==> config.mk <==
export PLATFORM = sky130hd
export DESIGN_NAME = shift_add_mult_ctrl_flat
export DESIGN_NICKNAME = d
export VERILOG_FILES = /design/src/rtl/shift_add_mult_ctrl_if.sv /design/src/rtl/shift_add_mult_ctrl.sv /design/src/flat_wrapper.sv
export SDC_FILE = /design/constraint.sdc
export NUM_CORES = 1
export LEC_CHECK = 0
export CAP_MARGIN = 20
export CORE_UTILIZATION = 45
export DETAILED_ROUTE_END_ITERATION = 6
export PLACE_DENSITY = 0.7
export SLEW_MARGIN = 5
export SYNTH_ARGS = -nofsm -noshare
export SYNTH_HDL_FRONTEND = slang
export SYNTH_SLANG_ARGS = --single-unit
==> constraint.sdc <==
create_clock -name clock -period 3.65 [get_ports clock]
set_clock_uncertainty 0.2 [all_clocks]
set_input_delay 1.095 -clock clock [delete_from_list [all_inputs] [get_ports clock]]
set_output_delay 1.095 -clock clock [all_outputs]
set_load 0.02 [all_outputs]
==> src/rtl/shift_add_mult_ctrl_if.sv <==
// Purpose: start/done handshake and operand/result bundle for shift_add_mult_ctrl.
// Ports (modport view):
//   master: drives start, a, b; observes busy, done, product
//   slave : observes start, a, b; drives busy, done, product
interface shift_add_mult_ctrl_if #(
    parameter int unsigned WIDTH = 4
);
    logic                   start;
    logic [WIDTH-1:0]       a;
    logic [WIDTH-1:0]       b;
    logic                   busy;
    logic                   done;
    logic [2*WIDTH-1:0]     product;

    modport master (
        output start, a, b,
        input  busy, done, product
    );

    modport slave (
        input  start, a, b,
        output busy, done, product
    );
endinterface

==> src/rtl/shift_add_mult_ctrl.sv <==
// Purpose: sequencer for a ripple-carry adder datapath that forms an unsigned
//   WIDTH x WIDTH product by iterated add-and-shift, one adder pass per cycle.
// Ports:
//   clock   in  system clock, rising edge
//   reset   in  asynchronous active-high reset, clears all state
//   bus     slave modport: start/a/b in, busy/done/product out
//           busy = 1 while in CALC, done = 1 for the single DONE cycle,
//           product valid from done until the next accepted start
module shift_add_mult_ctrl #(
    parameter int unsigned WIDTH = 4
) (
    input  logic                   clock,
    input  logic                   reset,
    shift_add_mult_ctrl_if.slave   bus
);

    localparam int unsigned PW = 2 * WIDTH;
    localparam int unsigned CW = $clog2(WIDTH) + 1;

    typedef enum logic [1:0] {
        IDLE = 2'd0,
        CALC = 2'd1,
        DONE = 2'd2
    } state_t;

    state_t             state_q, state_d;
    logic [WIDTH-1:0]   mcand_q, mcand_d;
    logic [PW-1:0]      acc_q, acc_d;
    logic [CW-1:0]      count_q, count_d;
    logic [PW-1:0]      product_q, product_d;
    logic               busy_q, busy_d;
    logic               done_q, done_d;

    // Ripple-carry adder: hi half of the accumulator plus the gated multiplicand.
    logic [WIDTH-1:0]   hi;
    logic [WIDTH-1:0]   addend;
    logic [WIDTH:0]     carry;
    logic [WIDTH:0]     sum;

    assign hi       = acc_q[PW-1:WIDTH];
    assign addend   = acc_q[0] ? mcand_q : '0;
    assign carry[0] = 1'b0;

    for (genvar i = 0; i < WIDTH; i++) begin : g_fa
        // One full-adder cell per bit.
        assign sum[i]     = hi[i] ^ addend[i] ^ carry[i];
        assign carry[i+1] = (hi[i] & addend[i]) | (carry[i] & (hi[i] ^ addend[i]));
    end

    // Carry-out becomes the top bit so no pass ever loses it.
    assign sum[WIDTH] = carry[WIDTH];

    // State and datapath registers.
    always_ff @(posedge clock or posedge reset) begin
        if (reset) begin
            state_q   <= IDLE;
            mcand_q   <= '0;
            acc_q     <= '0;
            count_q   <= '0;
            product_q <= '0;
            busy_q    <= 1'b0;
            done_q    <= 1'b0;
        end else begin
            state_q   <= state_d;
            mcand_q   <= mcand_d;
            acc_q     <= acc_d;
            count_q   <= count_d;
            product_q <= product_d;
            busy_q    <= busy_d;
            done_q    <= done_d;
        end
    end

    // Next-state and datapath control.
    always_comb begin
        state_d   = state_q;
        mcand_d   = mcand_q;
        acc_d     = acc_q;
        count_d   = count_q;
        product_d = product_q;

        unique case (state_q)
            IDLE: begin
                if (bus.start) begin
                    mcand_d = bus.a;
                    acc_d   = {WIDTH'(0), bus.b};
                    count_d = '0;
                    state_d = CALC;
                end
            end
            CALC: begin
                // Add-then-shift: lo[0] selects the addend, then shift right by one.
                acc_d   = {sum, acc_q[WIDTH-1:1]};
                count_d = count_q + CW'(1);
                if (count_q == CW'(WIDTH - 1)) begin
                    product_d = acc_d;
                    state_d   = DONE;
                end
            end
            DONE: begin
                state_d = IDLE;
            end
            default: begin
                state_d = IDLE;
            end
        endcase

        // Flags are registered copies of the next-state decode so they track state exactly.
        busy_d = (state_d == CALC);
        done_d = (state_d == DONE);
    end

    assign bus.busy    = busy_q;
    assign bus.done    = done_q;
    assign bus.product = product_q;

endmodule
==> src/flat_wrapper.sv <==
// flat-port wrapper written by rule: the top's interface ports become plain ports
module shift_add_mult_ctrl_flat 
#(
    parameter int unsigned WIDTH = 4
)
  (clock, reset, bus_start, bus_a, bus_b, bus_busy, bus_done, bus_product);
  shift_add_mult_ctrl_if #(.WIDTH(WIDTH)) bus_i ();
  input  logic clock;
  input  logic reset;
  input wire logic [$bits(bus_i.start)-1:0] bus_start;
  input wire logic [$bits(bus_i.a)-1:0] bus_a;
  input wire logic [$bits(bus_i.b)-1:0] bus_b;
  output wire logic [$bits(bus_i.busy)-1:0] bus_busy;
  output wire logic [$bits(bus_i.done)-1:0] bus_done;
  output wire logic [$bits(bus_i.product)-1:0] bus_product;
  assign bus_i.start = bus_start;
  assign bus_i.a = bus_a;
  assign bus_i.b = bus_b;
  assign bus_busy = bus_i.busy;
  assign bus_done = bus_i.done;
  assign bus_product = bus_i.product;
  shift_add_mult_ctrl #(.WIDTH(WIDTH)) u_core (.clock(clock), .reset(reset), .bus(bus_i));
endmodule
After elaboration in Yosys (flattened, before gate mapping)
Cells that the tools add are included.

Input bits: 11. Output and inout port bits: 10. Bits in registers: 27. Word-level logic and storage cells: 43.

Bitwise logic cells: 17. Mux-type cells: 8. Equal/unequal tests: 5. Reduce and logical (&&, ||, !) cells: 5. Add/sub/neg operators: 1.

Operators with widths (count): 8-bit one-hot mux with 2 select lines (1); 8-bit two-way mux (1); 1-bit bitwise AND (7); 1-bit bitwise XOR (7); 3-bit one-hot mux with 2 select lines (1); 2-bit AND reduction (3); 2-bit by 1-bit == test with 1-bit output, second input constant (2); 2-bit two-way mux (2); 4-bit two-way mux (1); 2-bit one-hot mux with 2 select lines (1); 3-bit by 1-bit adder with 3-bit output, second input constant (1); 3-bit by 2-bit == test with 1-bit output, second input constant (1); 3-bit two-way mux (1); 1-bit bitwise OR (3); 2-bit == test, second input constant (1); 2-bit zero test (1); 2-bit inequality test, second input constant (1); 2-bit nonzero test (1).

Longest topological paths before layout
Word-level depth: 9. Depth in mapped cells: 7. Gate-level depth less buffers: 7.

Worst setup path before layout
OpenSTA, ideal clock, no wires.

Path type: reg-to-reg. Start point: reg u_core.acc_q[0]. End point: reg u_core.product_q[6], in the netlist u_core.bus.product[6]. Cell stages (with the launch flop): 8. Clock period less this slack: 2.113 ns. Setup time: 0.079 ns. Data arrival time: 1.833 ns. Path slack: 1.537 ns. Buffers on the path: 0. Data required time: 3.371 ns. Path through: dfrtp_1 > and2_1 > ha_1 > fa_1 > inv_1 > fa_1 > fa_1 > mux2i_1.

Cells in the longest elaborated chain, start to end: 7. Elaborated cells on any way between the ends: 12. Those cells by class: 1 x mux; 11 x bitwise.

Ends and longest elaborated chain: start, declared (line shift_add_mult_ctrl.sv:28) `logic [PW-1:0] acc_q, acc_d;`; start signal, assigned (line shift_add_mult_ctrl.sv:58) `acc_q <= '0;`; start signal, assigned (line shift_add_mult_ctrl.sv:66) `acc_q <= acc_d;`; 4-bit two-way mux (*) (line shift_add_mult_ctrl.sv:41) `assign addend = acc_q[0] ? mcand_q : '0;`; 1-bit bitwise AND or 1-bit bitwise XOR (tied branches) (line shift_add_mult_ctrl.sv:47) `assign carry[i+1] = (hi[i] & addend[i]) | (carry[i] & (hi[i] ^ addend[i]));`; 1-bit bitwise AND (line shift_add_mult_ctrl.sv:47); 1-bit bitwise OR (line shift_add_mult_ctrl.sv:47); 1-bit bitwise AND (line shift_add_mult_ctrl.sv:47); 1-bit bitwise OR (line shift_add_mult_ctrl.sv:47); 1-bit bitwise XOR (*) (line shift_add_mult_ctrl.sv:46) `assign sum[i] = hi[i] ^ addend[i] ^ carry[i];`; end signal, assigned (line shift_add_mult_ctrl.sv:68) `product_q <= product_d;`; end, declared (line shift_add_mult_ctrl.sv:30) `logic [PW-1:0] product_q, product_d;`.

Mark *: on every way between the ends. The rest lies on a longest branch, timed or not. A chain may end at the register's enable or synchronous reset.

Final worst setup path
Start point: reg u_core.product_q[2], in the netlist u_core.bus.product[2]. End point: out bus_product[2].

RTL lines: end, declared (line flat_wrapper.sv:15) `output wire logic [$bits(bus_i.product)-1:0] bus_product;`.

No word-level cell between the ends.

==> results.json <==
{
  "synth_top_family_by_area": "multiplexers",
  "ys_seq_area_share_pct": 56.0,
  "syn-cell-area_sq_mm": 0.00121,
  "holdBufCountCts": 0,
  "fmax_mhz": 385,
  "critical_path_buf_inv_count": 1,
  "ioPinCount": 21,
  "crit_fanout": 2,
  "synth_simple_gate_area_share_pct": 9.75,
  "via_per_inst": 5.24,
  "synthCells": 93,
  "grt_max_degree": 28,
  "clock-sinks": 27,
  "cts.clk_slew.worst_paths_ns": 0.14,
  "worstPathArrival_ns": 1.30,
  "cpPeakStageDelay_ns": 0.60,
  "drtAntennaViolNets": 0,
  "n_antenna_cell": 0,
  "place.gp.congestion": 0.801,
  "synth_xor_area_share_pct": 0,
  "finalCritPeriodShare_pct": 71.1,
  "setup_ws_ns": 1.05,
  "synth_compound_area_share_pct": 8.30,
  "period_needed_ns": 2.60,
  "synth_fa_ha_area_share_pct": 8.09,
  "yosysWarnings": 0,
  "core_sq_mm": 0.00250,
  "grt_usage_pct": 17.3,
  "synth.top_cell.area_share_pct": 56.0,
  "max_slew_margin_pct": 62.5,
  "critPathLaunchType": "flop",
  "finalSetupViolCount": 0,
  "grt_pass1_vias": 790,
  "numCtsBuffers": 3,
  "cts_tree": "built",
  "drive_gt1_share_pct": 9.57,
  "cts_resized": 0,
  "drt_iter0_markers": 10,
  "layout_common_cells": "27 x dfrtp_1, 20 x clkdlybuf4s50_1, 14 x inv_1",
  "rows": 18,
  "pre_cts_ws_ns": 0.976,
  "postCtsSetupRepairBufs": 0,
  "synth_area_leaders": "dfrtp_1 56%, fa_1 5.0%, mux2_1 4.7%, mux2_2 4.7%, inv_1 4.4%",
  "area_delta_synth_final_pct": 21.5,
  "synth.largest_area_cell": "dfrtp_1",
  "fin_tns_setup_ns": 0,
  "worst_pin_slew_ns": 0.561,
  "antenna_found_initial": 0,
  "die_h_um": 53.8,
  "clockRootBuffer": "clkbuf_4",
  "final_common_cell": "dfrtp_1",
  "grt_overflow": 0,
  "post_drt_wl_per_cell_um": 14.1,
  "ys_ff_latch": 27,
  "power_density_mw_per_mm2": 853,
  "crit_slowest_cell": "clkdlybuf4s50_1",
  "rsz0062_at_grt": "no",
  "drc_errors": 0,
  "nets": 133,
  "syn_avg_cell_area_sq_um": 13.0,
  "die_w_um": 53.8,
  "critPathRequiredTime_ns": 2.35,
  "dr.pass1.iters": 4,
  "drv_cap": 0,
  "portBuffers": 20,
  "worstSetupPathType": "reg -> out",
  "insertion_delay_ns": 0.32,
  "power.leakage_nw": 0.662,
  "ctsLongestPathBuffers": 2,
  "crit_path_end_kind": "output pin",
  "post-dp-hpwl_um": 1470,
  "vdd_drop_max_uv": 431,
  "hold_violations": 0,
  "cp_cell_sequence": "clkdlybuf4s50_1",
  "ys_types": 21,
  "vias": 760,
  "cts-htree-levels": 1,
  "syn_nets": 110,
  "initial_core_util_pct": 48.2,
  "cp_top_family": "buffers and inverters",
  "synth.area.mux_share_pct": 11.8,
  "grt_pass1_wl_um": 3460,
  "slew_violations": 0,
  "outcome": "finished clean",
  "hold_class": "reg -> reg",
  "wl_um": 2040,
  "fp.dieArea_sq_mm": 0.00289
}
[state kept, by name, indices dropped and copies added, names as in the netlist]
register,cells
u_core.bus.product,8
u_core.bus.busy,1
u_core.bus.done,1
u_core.state_q,2
u_core.mcand_q,4
u_core.acc_q,8
u_core.count_q,3
[Yosys cell counts, drive strengths merged]
cell type  count
a22o           2
buf            4
o2bb2ai        4
nor2b          1
nand2          2
dfrtp         27
nor4b          4
nand2b         1
a21oi          2
ha             3
a211oi         4
nor3b          5
fa             3
nand3b         1
o21bai         1
mux2i          3
inv           14
mux2          10
and2           2
[cell families after synthesis]
logic type      Yosys count
flops                    27
buf+inv                  18
mux                      13
simple gates             16
fa+ha+maj                 6
compound gates           13
[routing by layer]
layer	vias up	share of wire [%]	GRT usage, %
met1	379	46	21.4
met2	13	49	28.4
met3	4	3.0	2.82
met5	-	0	0
met4	0	1.7	9.65
li1	364	-	-
[final timing paths]
kind	start	cells past startpoint	to	slack [ns]
min	u_core.bus.product[1]	1	u_core.bus.product[1]	0.30
min reg2reg	u_core.bus.product[1]	1	u_core.bus.product[1]	0.30
max	u_core.bus.product[2]	1	bus_product[2]	1.05
max in group asynchronous	reset	3	u_core.state_q[0]	2.09
max reg2reg	u_core.acc_q[0]	7	u_core.acc_q[6]	1.40
min in group asynchronous	reset	3	u_core.bus.product[0]	0.91
[stage by stage]
stage	cell area [sq um]	hold WS, ns	power (mW)	std cells	utilization (%)
after floorplan	1210	0.256	0.939	93	-
after global placement	1440	0.273	1.12	141	57.6
after detailed placement	1440	0.281	1.15	141	57.6
after CTS	1470	0.313	1.27	145	58.6
after global routing	1470	0.332	1.36	145	58.6
final	1470	0.304	1.25	145	58.6
[report_power, final]
part,switching (mW),internal (mW),total (mW)
Sequential,0.102,0.442,0.544
Clock,0.0833,0.0427,0.126
Combinational,0.278,0.301,0.579
Total,0.464,0.786,1.25
[worst register-to-register path, cell delays in order, from the launching register on]
cell,delay [ns]
dfrtp_1,0.45
and2_1,0.18
ha_1,0.18
fa_1,0.35
inv_1,0.07
fa_1,0.17
fa_1,0.43
o2bb2ai_1,0.14
[final cells by class]
cell class / instances / area (sq um)
well taps: 30 / 37.5
inverters: 14 / 52.6
clock buffers: 4 / 26.3
repair buffers: 22 / 215
flip-flops and latches: 27 / 676
fillers: 218 / 1030
multi-input cells: 48 / 458
Power figures use the tool's default switching activity.
